--- src/rtl/muldiv_pkg.sv ---
// Shared types and constants for the RV32M iterative multiply/divide unit.
package muldiv_pkg;

    typedef enum logic [2:0] {
        OP_MUL,
        OP_MULH,
        OP_MULHSU,
        OP_MULHU,
        OP_DIV,
        OP_DIVU,
        OP_REM,
        OP_REMU
    } muldiv_op_e;

    typedef enum logic [1:0] {
        ST_IDLE,
        ST_CALC,
        ST_FIX,
        ST_DONE
    } muldiv_state_e;

    localparam logic [2:0] F3_MUL    = 3'b000;
    localparam logic [2:0] F3_MULH   = 3'b001;
    localparam logic [2:0] F3_MULHSU = 3'b010;
    localparam logic [2:0] F3_MULHU  = 3'b011;
    localparam logic [2:0] F3_DIV    = 3'b100;
    localparam logic [2:0] F3_DIVU   = 3'b101;
    localparam logic [2:0] F3_REM    = 3'b110;
    localparam logic [2:0] F3_REMU   = 3'b111;

    localparam logic [6:0] FUNCT7_MULDIV = 7'b0000001;

endpackage

--- src/rtl/muldiv_op_decode.sv ---
// Combinational funct3 decode for M-extension ops: op code plus signedness
// and result-selection flags.
module muldiv_op_decode
    import muldiv_pkg::*;
(
    input  logic [2:0]  funct3,
    output muldiv_op_e  op,
    output logic        is_div,
    output logic        a_signed,
    output logic        b_signed,
    output logic        want_high_or_rem
);

    // Map funct3 to op and flags; MUL is treated as unsigned since its low half is sign-agnostic.
    always_comb begin
        op               = OP_MUL;
        is_div           = 1'b0;
        a_signed         = 1'b0;
        b_signed         = 1'b0;
        want_high_or_rem = 1'b0;
        case (funct3)
            F3_MUL:    op = OP_MUL;
            F3_MULH:   begin op = OP_MULH;   a_signed = 1'b1; b_signed = 1'b1; want_high_or_rem = 1'b1; end
            F3_MULHSU: begin op = OP_MULHSU; a_signed = 1'b1; want_high_or_rem = 1'b1; end
            F3_MULHU:  begin op = OP_MULHU;  want_high_or_rem = 1'b1; end
            F3_DIV:    begin op = OP_DIV;    is_div = 1'b1; a_signed = 1'b1; b_signed = 1'b1; end
            F3_DIVU:   begin op = OP_DIVU;   is_div = 1'b1; end
            F3_REM:    begin op = OP_REM;    is_div = 1'b1; a_signed = 1'b1; b_signed = 1'b1; want_high_or_rem = 1'b1; end
            F3_REMU:   begin op = OP_REMU;   is_div = 1'b1; want_high_or_rem = 1'b1; end
            default:   op = OP_MUL;
        endcase
    end

endmodule

--- src/rtl/muldiv_unit.sv ---
// Iterative RV32M multiply/divide unit: shift-add multiply and restoring
// divide, one bit per CALC cycle, with a FIX cycle for sign correction.
// Divide-by-zero and signed overflow bypass straight to DONE.
// Optional macro MULDIV_FAST_MUL_EN: multiplies complete combinationally at accept.
module muldiv_unit
    import muldiv_pkg::*;
#(
    parameter int unsigned XLEN = 32
) (
    input  logic            clk,
    input  logic            rst,
    input  logic            in_valid,
    output logic            in_ready,
    input  logic [2:0]      funct3,
    input  logic [XLEN-1:0] src_a,
    input  logic [XLEN-1:0] src_b,
    input  logic            flush,
    output logic            out_valid,
    input  logic            out_ready,
    output logic [XLEN-1:0] result,
    output logic            busy
);

    localparam int unsigned CW = $clog2(XLEN) + 1;

    muldiv_state_e     state_q, state_d;
    muldiv_op_e        op_q, op_d;
    logic              is_div_q, is_div_d;
    logic              neg_res_q, neg_res_d;
    logic              neg_rem_q, neg_rem_d;
    logic [CW-1:0]     cnt_q, cnt_d;
    logic [XLEN-1:0]   opb_q, opb_d;
    logic [2*XLEN-1:0] acc_q, acc_d;
    logic [XLEN-1:0]   rem_q, rem_d;
    logic [XLEN-1:0]   res_q, res_d;

    muldiv_op_e dec_op;
    logic       dec_is_div, dec_a_signed, dec_b_signed, dec_high;

    muldiv_op_decode u_decode (
        .funct3           (funct3),
        .op               (dec_op),
        .is_div           (dec_is_div),
        .a_signed         (dec_a_signed),
        .b_signed         (dec_b_signed),
        .want_high_or_rem (dec_high)
    );

    logic              a_neg, b_neg, div_zero, div_ovf, div_ge;
    logic [XLEN-1:0]   a_mag, b_mag, quo_fix, rem_fix;
    logic [XLEN:0]     mul_sum, div_shift, div_diff;
    logic [2*XLEN-1:0] mul_next, prod_fix;

    // Operand magnitudes, fast-path detection and one iteration of each datapath.
    always_comb begin
        a_neg     = dec_a_signed & src_a[XLEN-1];
        b_neg     = dec_b_signed & src_b[XLEN-1];
        a_mag     = a_neg ? (~src_a + 1'b1) : src_a;
        b_mag     = b_neg ? (~src_b + 1'b1) : src_b;
        div_zero  = dec_is_div && (src_b == '0);
        div_ovf   = dec_is_div && dec_a_signed && (src_a == {1'b1, {(XLEN-1){1'b0}}}) && (src_b == '1);
        mul_sum   = {1'b0, acc_q[2*XLEN-1:XLEN]} + (acc_q[0] ? {1'b0, opb_q} : '0);
        mul_next  = {mul_sum, acc_q[XLEN-1:1]};
        div_shift = {rem_q, acc_q[XLEN-1]};
        div_diff  = div_shift - {1'b0, opb_q};
        div_ge    = ~div_diff[XLEN];
        prod_fix  = neg_res_q ? (~acc_q + 1'b1) : acc_q;
        quo_fix   = neg_res_q ? (~acc_q[XLEN-1:0] + 1'b1) : acc_q[XLEN-1:0];
        rem_fix   = neg_rem_q ? (~rem_q + 1'b1) : rem_q;
    end

`ifdef MULDIV_FAST_MUL_EN
    logic [2*XLEN-1:0] fm_a, fm_b, fm_prod;
    assign fm_a    = {{XLEN{dec_a_signed & src_a[XLEN-1]}}, src_a};
    assign fm_b    = {{XLEN{dec_b_signed & src_b[XLEN-1]}}, src_b};
    assign fm_prod = fm_a * fm_b;
`endif

    // Next-state and datapath update; flush overrides everything.
    always_comb begin
        state_d   = state_q;
        op_d      = op_q;
        is_div_d  = is_div_q;
        neg_res_d = neg_res_q;
        neg_rem_d = neg_rem_q;
        cnt_d     = cnt_q;
        opb_d     = opb_q;
        acc_d     = acc_q;
        rem_d     = rem_q;
        res_d     = res_q;
        case (state_q)
            ST_IDLE: begin
                if (in_valid && !flush) begin
                    op_d      = dec_op;
                    is_div_d  = dec_is_div;
                    neg_res_d = a_neg ^ b_neg;
                    neg_rem_d = a_neg;
                    cnt_d     = '0;
                    rem_d     = '0;
                    opb_d     = dec_is_div ? b_mag : a_mag;
                    acc_d     = {{XLEN{1'b0}}, (dec_is_div ? a_mag : b_mag)};
                    state_d   = ST_CALC;
                    if (div_zero) begin
                        res_d   = dec_high ? src_a : '1;
                        state_d = ST_DONE;
                    end else if (div_ovf) begin
                        res_d   = dec_high ? '0 : src_a;
                        state_d = ST_DONE;
                    end
`ifdef MULDIV_FAST_MUL_EN
                    if (!dec_is_div) begin
                        res_d   = dec_high ? fm_prod[2*XLEN-1:XLEN] : fm_prod[XLEN-1:0];
                        state_d = ST_DONE;
                    end
`endif
                end
            end
            ST_CALC: begin
                if (is_div_q) begin
                    acc_d = {acc_q[2*XLEN-1:XLEN], acc_q[XLEN-2:0], div_ge};
                    rem_d = div_ge ? div_diff[XLEN-1:0] : div_shift[XLEN-1:0];
                end else begin
                    acc_d = mul_next;
                end
                cnt_d = cnt_q + CW'(1);
                if (cnt_q == CW'(XLEN - 1)) begin
                    state_d = ST_FIX;
                end
            end
            ST_FIX: begin
                case (op_q)
                    OP_MUL:                      res_d = acc_q[XLEN-1:0];
                    OP_MULH, OP_MULHSU, OP_MULHU: res_d = prod_fix[2*XLEN-1:XLEN];
                    OP_DIV, OP_DIVU:             res_d = quo_fix;
                    default:                     res_d = rem_fix;
                endcase
                state_d = ST_DONE;
            end
            ST_DONE: begin
                if (out_ready) begin
                    state_d = ST_IDLE;
                end
            end
            default: state_d = ST_IDLE;
        endcase
        if (flush) begin
            state_d = ST_IDLE;
        end
    end

    // State and datapath registers, cleared asynchronously.
    always_ff @(posedge clk or posedge rst) begin
        if (rst) begin
            state_q   <= ST_IDLE;
            op_q      <= OP_MUL;
            is_div_q  <= 1'b0;
            neg_res_q <= 1'b0;
            neg_rem_q <= 1'b0;
            cnt_q     <= '0;
            opb_q     <= '0;
            acc_q     <= '0;
            rem_q     <= '0;
            res_q     <= '0;
        end else begin
            state_q   <= state_d;
            op_q      <= op_d;
            is_div_q  <= is_div_d;
            neg_res_q <= neg_res_d;
            neg_rem_q <= neg_rem_d;
            cnt_q     <= cnt_d;
            opb_q     <= opb_d;
            acc_q     <= acc_d;
            rem_q     <= rem_d;
            res_q     <= res_d;
        end
    end

    // Handshake outputs are pure state decodes.
    always_comb begin
        in_ready  = (state_q == ST_IDLE);
        out_valid = (state_q == ST_DONE);
        busy      = (state_q != ST_IDLE);
        result    = res_q;
    end

endmodule
--- config.mk ---
export PLATFORM = sky130hd
export DESIGN_NAME = muldiv_unit
export DESIGN_NICKNAME = d
export VERILOG_FILES = /design/src/rtl/muldiv_pkg.sv /design/src/rtl/muldiv_op_decode.sv /design/src/rtl/muldiv_unit.sv
export SDC_FILE = /design/constraint.sdc
export NUM_CORES = 1
export LEC_CHECK = 0
export CORE_ASPECT_RATIO = 0.8
export CORE_MARGIN = 5
export CORE_UTILIZATION = 50
export CTS_CLUSTER_DIAMETER = 80
export DETAILED_ROUTE_END_ITERATION = 10
export HOLD_SLACK_MARGIN = 0.06
export PLACE_DENSITY = 0.69
export SYNTH_ARGS = -nofsm -noshare
export SYNTH_HDL_FRONTEND = slang
export SYNTH_SLANG_ARGS = --single-unit
--- constraint.sdc ---
create_clock -name clk -period 12.1 [get_ports clk]
set_clock_uncertainty 0.15 [all_clocks]
set_input_delay 2.42 -clock clk [delete_from_list [all_inputs] [get_ports clk]]
set_output_delay 2.42 -clock clk [all_outputs]
set_load 0.005 [all_outputs]
==> metrics.md <==
| Metric | Value |
|---|---|
| Result of the run | completed |
| Later-pin clock latency in the skew report | 0.46 ns |
| Detail-routed net length per standard cell | 25.7 µm |
| Overall via count from detail_route | 17.2k |
| Starting density of the core | 0.507 |
| Placed wire-length estimate | 51.8 mm |
| Synth cell types | 81 |
| Net switching fraction of the power | 0.535 |
| Overall Power | 4.15 mW |
| Share of total power in combinational logic | 0.598 |
| Area added between synthesis and finish | 10.9% |
| Maximum frequency from static timing analysis | 156 MHz |
| Worst slack on hold paths | 0.333 ns |
| Quantity of gates resized following cts | 0 |
| Main combinational cell family by area after synthesis | compound AO/OA/AOI/OAI gates |
| Most common library cell in the layout ignoring fill and taps | nand2_1 |
| Seq/Total Area, Yosys | 0.265 |
| Total power divided by cell area | 227 nW/µm² |
| Delay of the slowest cell on the worst path | 0.77 ns |
| Number of cell rows | 59 |
| Fraction of post-synthesis cell area in the top cell type by area | 0.265 |
| Internal power | 1.93 mW |
| Endpoint kind of the worst setup timing path | flop |
| Area fraction in compound gates after synthesis | 0.283 |
| Number of global-route vias before repair | 15.7k |
| Full die area | 36700 µm² |
| Total wirelength of the detailed-routed design | 66.7 mm |
| Number of sinks handled by clock tree synthesis | 174 |
| TritonRoute pass-1 iters | 6 |
| Buf/Inv on CP | 1 |
| Total nets after synthesis | 2289 |
| Synthesized area per cell | 7.69 µm² |
| Post-route core utilization | 0.562 |
| Portion of netlist area occupied by mux cells | 0.0550 |
| XOR/XNOR share of the synthesized area | 0.0910 |
| Max Buffers Root-to-Sink | 2 |
| Final number of setup-violating endpoints | 0 |
| Clock tree from TritonCTS | done |
| Number of storage elements in the synthesis netlist | 174 |
| Total global routing overflow | 0 |
| Clock period minus worst slack | 6.41 ns |
| Count of unresolved DRC violations after routing | 0 |
| Unrepaired setup endpoints after global routing | no |
| Chip Width | 213 µm |
| Number of maximum-capacitance constraint violations | 0 |
| Critical path, cell by cell | clkdlybuf4s50_1, or4_1, or3_1, nor4_1, nand4b_1, a22oi_2, and2_1, o21ai_0, o221ai_1 |
| H-tree depth reported by CTS | 4 |
| Core footprint | 32500 µm² |
| Average via count per standard cell | 6.65 |
| Min-Delay Path Class | reg2reg |
| Count of input and output buffers | 106 |
| Cells after synthesis | 2141 |
| Leak | 7.47 nW |
| Area share of and/or/nand/nor cells after synthesis | 0.192 |
| Fin Setup TNS | 0 ns |
| Clock share of power | 0.134 |
| Number of flops mapped to enable cells by yosys | 0 |
| Element type at the critical path start | input port |
| Number of ports placed on the die boundary | 107 |
| Worst Path Required | 12.31 ns |
| Nets@finish | 2301 |
| Adder and majority cell fraction of the synthesized area | 0.0587 |
| Total setup buffers inserted after CTS | 0 |
| Max FO, Critical Path | 19 |
| Number of buffers created by CTS | 17 |
| Post-CTS Hold Buffers | 0 |
| Async set-or-reset flop fraction in the synthesized netlist | 1.00 |
| GP Congestion | 1.02 |
| Area after DPL | 17700 µm² |
| Crit share post-route | 0.530 |
| Post-Synthesis Cell Area | 16500 µm² |
| Global-route wire length before repair | 99.5 mm |
| Pin count of the biggest net entering global routing | 105 |
| Worst rel slew slack | 0.163 |
| Share of final-layout standard cells stronger than drive strength 1 | 0.0559 |
| Predominant post-synthesis flop cell | dfrtp_1 |
| Switching power | 2.22 mW |
| Crit path max-delay family | simple AND/OR/NAND/NOR gates |
| Max VDD drop | 0.000140 V |
| Cell type contributing the most total cell area after synthesis | dfrtp_1 |
| Max stage delay cell, worst path | a22oi_2 |
| Clock transition at the registers of the reported paths | 0.07 ns |
| Placement-stage worst setup slack | 5.33 ns |
| Post-route setup slack | 5.69 ns |
| Number of max-slew violations in the final report | 0 |
| Final-report hold violation count | 0 |
| Area of all placed cells without fillers | 18300 µm² |
| Number of antenna violations at the first check in global routing | 1 |
| Dominant cells by area after synthesis | dfrtp_1, o21ai_0, ha_1 |
| Number of placed instances, taps included | 2561 |
| CTS root buffer | clkbuf_16 |
| Count of antenna-violating nets left after detailed routing | 0 |
| Total of warnings raised by yosys | 0 |
| Final cell count without fillers | 2593 |
| Sequential share of power | 0.268 |
| Chip height | 172 µm |
| Most used cells in the layout excluding fill and tap cells | nand2_1, o21ai_0, nor2_1 |
| Total Routing Usage GR | 0.360 |
| Critical path arrival | 6.62 ns |
| Count of routing violations after the opening detailed-route iteration | 2280 |
| Worst Tran Pin Value | 1.25 ns |
| Critical path class | in2reg |
==> power groups by stage <==
| stage | registers (mW) | logic [mW] | clock network, mW |
|---|---|---|---|
| 6_report | 1.11 | 2.48 | 0.557 |
| 4_1_cts | 1.09 | 2.40 | 0.562 |
| 3_5_place_dp | 1.10 | 2.38 | 0 |
| 3_3_place_gp | 1.09 | 2.35 | 0 |
| 5_1_grt | 1.12 | 2.66 | 0.586 |
| 2_1_floorplan | 0.908 | 1.69 | 0 |
==> flip-flops by register name (all words and copies together), names as in the netlist <==
register,flops
op_q,3
cnt_q,6
neg_rem_q,1
result,32
rem_q,32
is_div_q,1
opb_q,32
neg_res_q,1
acc_q,64
state_q,2
==> routing by layer <==
metal	vias to the layer above	global-route usage	part of all wire
met5	-	0	0
met4	0	0.132	0.041
li1	7843	-	-
met2	983	0.513	0.41
met1	8297	0.516	0.43
met3	126	0.106	0.12
==> cell families (layout without fill, tap and decap cells) <==
group,after synthesis,in the layout
compound gates,737,737
simple gates,676,676
buf+inv,221,245
flops,174,174
xor+xnor,171,171
mux,86,86
fa+ha+maj,76,76
other cells,0,1
==> tightest hold or removal path: stages (launching register included) <==
cell	delay, ns
dfrtp_1	0.34
nand2_1	0.05
o21ai_0	0.06
==> final timing paths <==
| check | from | to | slack [ns] | cells after the start |
|---|---|---|---|---|
| setup / recovery | src_b[13] | result[26] | 5.69 | 9 |
| min in group asynchronous | rst | acc_q[36] | 2.42 | 2 |
| hold reg to reg | opb_q[16] | opb_q[16] | 0.33 | 2 |
| hold / removal | opb_q[16] | opb_q[16] | 0.33 | 2 |
| max in group asynchronous | rst | opb_q[15] | 7.82 | 3 |
| setup reg to reg | acc_q[31] | rem_q[1] | 7.04 | 13 |
==> final cells by class <==
type / instances / area [µm²]
Sequential cell: 174 / 4350
Timing Repair Buffer: 135 / 1270
Inverter: 79 / 302
Clock inverter: 13 / 135
Multi-Input combinational cell: 1746 / 11200
Antenna cell: 1 / 2.50
Fill cell: 3126 / 14200
Tap cell: 427 / 534
Clock buffer: 18 / 429
==> Yosys cell counts (12+ instances only) <==
cell type and number:
ha_1 74, o211ai_1 30, a31oi_1 30, nand4_1 26
a21oi_1 174, xor2_1 73, mux2_2 31, nand2_1 233
nor2_1 200, xnor2_1 98, a211oi_1 32, a221oi_1 15
inv_1 77, o221ai_1 17, nand2b_1 16, or3_1 27
o31ai_1 28, nor2b_1 12, a21o_1 43, nor4_1 21
nor3_1 41, or4_1 20, clkbuf_1 102, o21ai_0 229
o21bai_1 12, buf_1 14, dfrtp_1 174, o41ai_1 20
o21a_1 24, mux2i_1 54, nand3_1 35
Power figures use the tool's default switching activity.
